==> src/rtl/neander_pkg.sv <==
// Shared types and defaults for the Neander memory responder.
// State encodings are fixed so external tools can decode the FSM.
package neander_pkg;

    typedef enum logic [1:0] {
        IDLE = 2'd0,
        WAIT = 2'd1,
        RESP = 2'd2
    } state_t;

    localparam int WAIT_CYCLES_DEF = 2;
    localparam int CNT_WIDTH       = 4;

endpackage

==> src/rtl/neander_mem_responder_memory.sv <==
// Single-port word memory: synchronous write, registered read.
// Read-during-write returns the previous contents of the word.
module memory #(
    parameter int DATA_WIDTH = 8,
    parameter int ADDR_WIDTH = 8
) (
    input  logic                  clk,
    input  logic                  we,
    input  logic [ADDR_WIDTH-1:0] addr_in,
    input  logic [DATA_WIDTH-1:0] data_in,
    output logic [DATA_WIDTH-1:0] data_out
);

    logic [DATA_WIDTH-1:0] mem_q [2**ADDR_WIDTH];

    always_ff @(posedge clk) begin
        if (we) begin
            mem_q[addr_in] <= data_in;
        end
        data_out <= mem_q[addr_in];
    end

endmodule

==> src/rtl/neander_mem_responder.sv <==
// Wait-state memory responder for the Neander REM/RDM bus.
// One request is accepted in IDLE, stalled in WAIT, completed in RESP.
module neander_mem_responder
    import neander_pkg::*;
#(
    parameter int DATA_WIDTH  = 8,
    parameter int ADDR_WIDTH  = 8,
    parameter int WAIT_CYCLES = WAIT_CYCLES_DEF
) (
    input  logic                  clk_geral,
    input  logic                  reset_geral,
    input  logic                  req,
    input  logic                  we,
    input  logic [ADDR_WIDTH-1:0] addr,
    input  logic [DATA_WIDTH-1:0] wdata,
    output logic                  ack,
    output logic [DATA_WIDTH-1:0] rdata,
    output logic                  busy
);

    localparam logic [CNT_WIDTH-1:0] CNT_LOAD =
        (WAIT_CYCLES == 0) ? '0 : CNT_WIDTH'(WAIT_CYCLES - 1);

    state_t                  state_q, state_d;
    logic [CNT_WIDTH-1:0]    cnt_q, cnt_d;
    logic                    we_q, we_d;
    logic [ADDR_WIDTH-1:0]   addr_q, addr_d;
    logic [DATA_WIDTH-1:0]   wdata_q, wdata_d;
    logic [DATA_WIDTH-1:0]   rdata_q, rdata_d;

    logic                    mem_we;
    logic                    cur_we;
    logic [ADDR_WIDTH-1:0]   mem_addr;
    logic [DATA_WIDTH-1:0]   mem_din;
    logic [DATA_WIDTH-1:0]   mem_dout;

    // In IDLE the live inputs feed the memory so a zero-wait access
    // can commit or read on the accepting edge itself.
    assign cur_we   = (state_q == IDLE) ? we    : we_q;
    assign mem_addr = (state_q == IDLE) ? addr  : addr_q;
    assign mem_din  = (state_q == IDLE) ? wdata : wdata_q;
    assign mem_we   = !reset_geral && (state_d == RESP) && cur_we;

    memory #(
        .DATA_WIDTH(DATA_WIDTH),
        .ADDR_WIDTH(ADDR_WIDTH)
    ) u_memory (
        .clk      (clk_geral),
        .we       (mem_we),
        .addr_in  (mem_addr),
        .data_in  (mem_din),
        .data_out (mem_dout)
    );

    always_comb begin
        state_d = state_q;
        cnt_d   = cnt_q;
        we_d    = we_q;
        addr_d  = addr_q;
        wdata_d = wdata_q;
        rdata_d = rdata_q;
        unique case (state_q)
            IDLE: begin
                if (req) begin
                    we_d    = we;
                    addr_d  = addr;
                    wdata_d = wdata;
                    if (WAIT_CYCLES == 0) begin
                        state_d = RESP;
                    end else begin
                        state_d = WAIT;
                        cnt_d   = CNT_LOAD;
                    end
                end
            end
            WAIT: begin
                if (cnt_q == '0) begin
                    state_d = RESP;
                end else begin
                    cnt_d = cnt_q - 1'b1;
                end
            end
            RESP: begin
                state_d = IDLE;
                if (!we_q) begin
                    rdata_d = mem_dout;
                end
            end
            default: state_d = IDLE;
        endcase
        if (reset_geral) begin
            state_d = IDLE;
        end
    end

    always_ff @(posedge clk_geral) begin
        if (reset_geral) begin
            state_q <= IDLE;
            cnt_q   <= '0;
            rdata_q <= '0;
            we_q    <= 1'b0;
            addr_q  <= '0;
            wdata_q <= '0;
        end else begin
            state_q <= state_d;
            cnt_q   <= cnt_d;
            rdata_q <= rdata_d;
            we_q    <= we_d;
            addr_q  <= addr_d;
            wdata_q <= wdata_d;
        end
    end

    // The registered read port is already valid during RESP.
    assign rdata = (state_q == RESP && !we_q) ? mem_dout : rdata_q;
    assign ack   = (state_q == RESP);
    assign busy  = (state_q != IDLE);

endmodule
==> config.mk <==
export PLATFORM = sky130hd
export DESIGN_NAME = neander_mem_responder
export DESIGN_NICKNAME = d
export VERILOG_FILES = /design/src/rtl/neander_pkg.sv /design/src/rtl/neander_mem_responder_memory.sv /design/src/rtl/neander_mem_responder.sv
export SDC_FILE = /design/constraint.sdc
export NUM_CORES = 2
export LEC_CHECK = 0
export ABC_AREA = 1
export BUFFER_PORTS_ARGS = -buffer_cell sky130_fd_sc_hd__buf_2
export CORE_ASPECT_RATIO = 0.75
export CORE_MARGIN = 2
export CORE_UTILIZATION = 45
export DETAILED_ROUTE_END_ITERATION = 8
export MAX_ROUTING_LAYER = met4
export SETUP_SLACK_MARGIN = 0.3
export SLEW_MARGIN = 20
export SYNTH_ARGS = -nofsm -noshare
export SYNTH_HDL_FRONTEND = slang
export SYNTH_SLANG_ARGS = --single-unit
==> constraint.sdc <==
create_clock -name clk_geral -period 18.5 [get_ports clk_geral]
set_input_delay 1.85 -clock clk_geral [delete_from_list [all_inputs] [get_ports clk_geral]]
set_output_delay 1.85 -clock clk_geral [all_outputs]
set_load 0.03 [all_outputs]
==> qor.yml <==
status: "finished, final reports clean"
syn_nets: 8659
p_clk_share_pct: 36.0
timing.slew.headroom_pct: 17.2
numCtsBuffers: 198
cts_sinks: 2087
swShare_pct: 28.6
regArea_mm2: 0.0623
clock_skew_ns: 0.0314
critical_path_buf_inv_count: 4
remaining_drc_errors: 0
drive_above_1_share_pct: 5.15
path_max_fanout: 162
slew_viol_final: 0
synth_ff_type: "edfxtp_1"
post_cts_buffers: 0
dp_hpwl_um: 140000
syn_avg_cell_area_um2: 10.2
critPathLaunchType: "flop"
p_seq_share_pct: 48.3
yosysUniqueCellTypes: 31
grt_pass1_wl_um: 376000
place.gp.congestion: 0.865
intPower_mw: 7.92
max_freq_mhz: 167
cts_max_level: 4
power_density_mw_per_mm2: 115
hold_path_end: "cnt_q[2]"
dieArea_mm2: 0.199
ff2ff_path_depth: 19
cts.path.max_buffers: 3
r2r_setup_slack_ns: 12.52
rsz0062_at_grt: "no"
areaGrowthSynthToFinish_pct: 9.54
syn_area_mm2: 0.0881
slowest_delay_ns: 0.91
r2r_start: "state_q[0]"
final.fill_count: 17560
grt_start_max_net_pins: 188
cts.repair.resized: 0
vdd_drop_max_mv: 0.100
worst_slew_pin_slew_ns: 1.24
combPwrFrac_pct: 15.7
timing.final.crit_period_ns: 5.98
ios: 30
worstPathCellList: "nor2_4 > buf_4 > nand2_8 > nand2_8 > buf_12 > buf_4 > buf_4 > nand2_1 > nand2_1 > nand2_1 > nand3_1 > nand2_1 > nand2_1 > o21ai_1 > nand2_1 > nor2_1 > nor2_1 > nor2_1 > nand2_1"
vias: 60228
cpMostUsedCell: "nand2_1"
portBuffers: 29
hp-start: "cnt_q[2]"
hold_buffers: 0
final_common_cell: "nand2_1"
clk_pin_slew_ns: 0.06
regToRegEndpoint: "u_memory.data_out[1]"
hold_viol_final: 0
arrival_ns: 6.76
power_mw: 11.1
core_mm2: 0.194
die_x_um: 515
layout_common_cells: "5,091 x nand2_1, 2,048 x edfxtp_1, 355 x nor2_1, 339 x nand3_1, 203 x clkbuf_16"
cp_slowest_cell: "nand2_8"
dieHeight_um: 387
netlist_instances: 8638
synth_edf_count: 2048
routed_wl_um: 253000
hold-path-cell-count: 2
root_buffer: "clkbuf_16"
clk_latency_ns: 0.84
post-route-util_pct: 49.6
fin_nets: 8500
setup_tns_ns: 0
ys_warn_count: 0
antenna_found_initial: 14
p_leak_nw: 38.9
holdCritPathClass: "flop to flop"
grt_usage_pct: 25.9
ant_nets: 0
grt.overflow.total: 0
path_class: "flop to flop"
final-setup-viol-count: 0
pre_cts_ws_ns: 11.69
period_share_pct: 32.3
required_ns: 19.28
vias_per_cell: 5.38
seq_area_frac_synth_pct: 70.7
async_flop_share_pct: 0
end_kind: "flop"
drv_cap: 0
routedWlPerCell_um: 22.6
grt_pass1_vias: 56842
firstDrtPassIters: 8
cts_tree: "yes"
setup_ws_ns: 12.52
drt-initial-drc-count: 8072
crit_family: "simple AND/OR/NAND/NOR gates"
multi_input_comb_area_mm2: 0.0237
netSwitchingPower_mw: 3.17
rows: 140
synth_seq_cells: 2087
initial_core_util_pct: 45.3
==> metrics by stage <==
step	instances	cell area, um^2	hold WS, ns
global placement	10835	90300	0.466
floorplan	8638	88100	0.438
finish	11199	96500	0.490
CTS	11196	96500	0.488
global route	11198	96500	0.514
detailed placement	10835	90300	0.479
==> kinds of logic after synthesis <==
kind of cell               synth area share, %
adders and majority gates               0.0142
AOI/OAI and AO/OA                         1.09
and+or+nand+nor                           25.5
DFF                                       70.7
buffers and inverters                     2.76
==> state kept, by name (all words and copies together) (netlist names) <==
register	count
addr_q	8
cnt_q	4
rdata_q	8
state_q	2
u_memory.data_out	8
u_memory.mem_q	2048
wdata_q	8
we_q	1
==> how the worst max path moves through the flow <==
stage	cells after the start	startpoint	slack, ns	end
2_1_floorplan	5	state_q[1]	5.45	u_memory.mem_q[0][0]
3_3_place_gp	18	addr[0]	11.63	u_memory.data_out[1]
3_5_place_dp	18	addr[0]	11.69	u_memory.data_out[6]
4_1_cts	19	state_q[0]	12.50	u_memory.data_out[1]
5_1_grt	19	state_q[0]	12.03	u_memory.data_out[2]
6_report	19	state_q[0]	12.52	u_memory.data_out[1]
==> worst min-delay path, stage by stage (launching register included) <==
cell and delay (ns):
dfxtp_1 0.33, nand2_1 0.07, a21oi_1 0.05
==> metal layers <==
layer  global-route usage (%)  part of all wire (%)  up-vias
li1                         -                     -    27978
met3                     4.92                   9.4      381
met4                     6.91                   2.8        0
met2                     37.2                    44     2674
met1                     37.7                    44    29195
met5                        -                     0        -
==> power groups by stage <==
stage	Clock (mW)	Sequential (mW)	Combinational (mW)
4_1_cts	4.03	5.36	1.72
6_report	3.99	5.36	1.74
3_5_place_dp	0	5.46	1.72
2_1_floorplan	0	5.58	1.07
5_1_grt	4.22	5.36	1.90
3_3_place_gp	0	5.46	1.72
==> cell usage after synthesis (2+ instances only) <==
library cell  instances  area, um^2
a211oi_1             11        82.6
a21oi_1              12        60.1
buf_1                40         150
buf_2               292        1460
buf_4                16         120
buf_6                 3        33.8
clkbuf_1            125         469
clkbuf_2              2        10.0
dfxtp_1              39         781
edfxtp_1           2048       61500
inv_1                46         173
inv_2                 5        18.8
nand2_1            5110       19200
nand2_2               3        18.8
nand3_1             339        1700
nor2_1              360        1350
nor2_2                4        25.0
nor3_1                2        10.0
nor3_2                4        40.0
o21ai_0              56         280
o21ai_1             100         500
o21ai_2               3        26.3
or2_2                10        62.6
==> final cells by class <==
cell class,count,area share [%]
multi-input combinational,6022,24.5
inverter,51,0.206
clock buffer,260,5.53
sequential,2087,64.5
tap,2556,3.31
timing repair buffer,119,1.01
clock inverter,101,0.915
antenna,3,0.00778
Note: power is estimated with default switching activity, not from simulation.
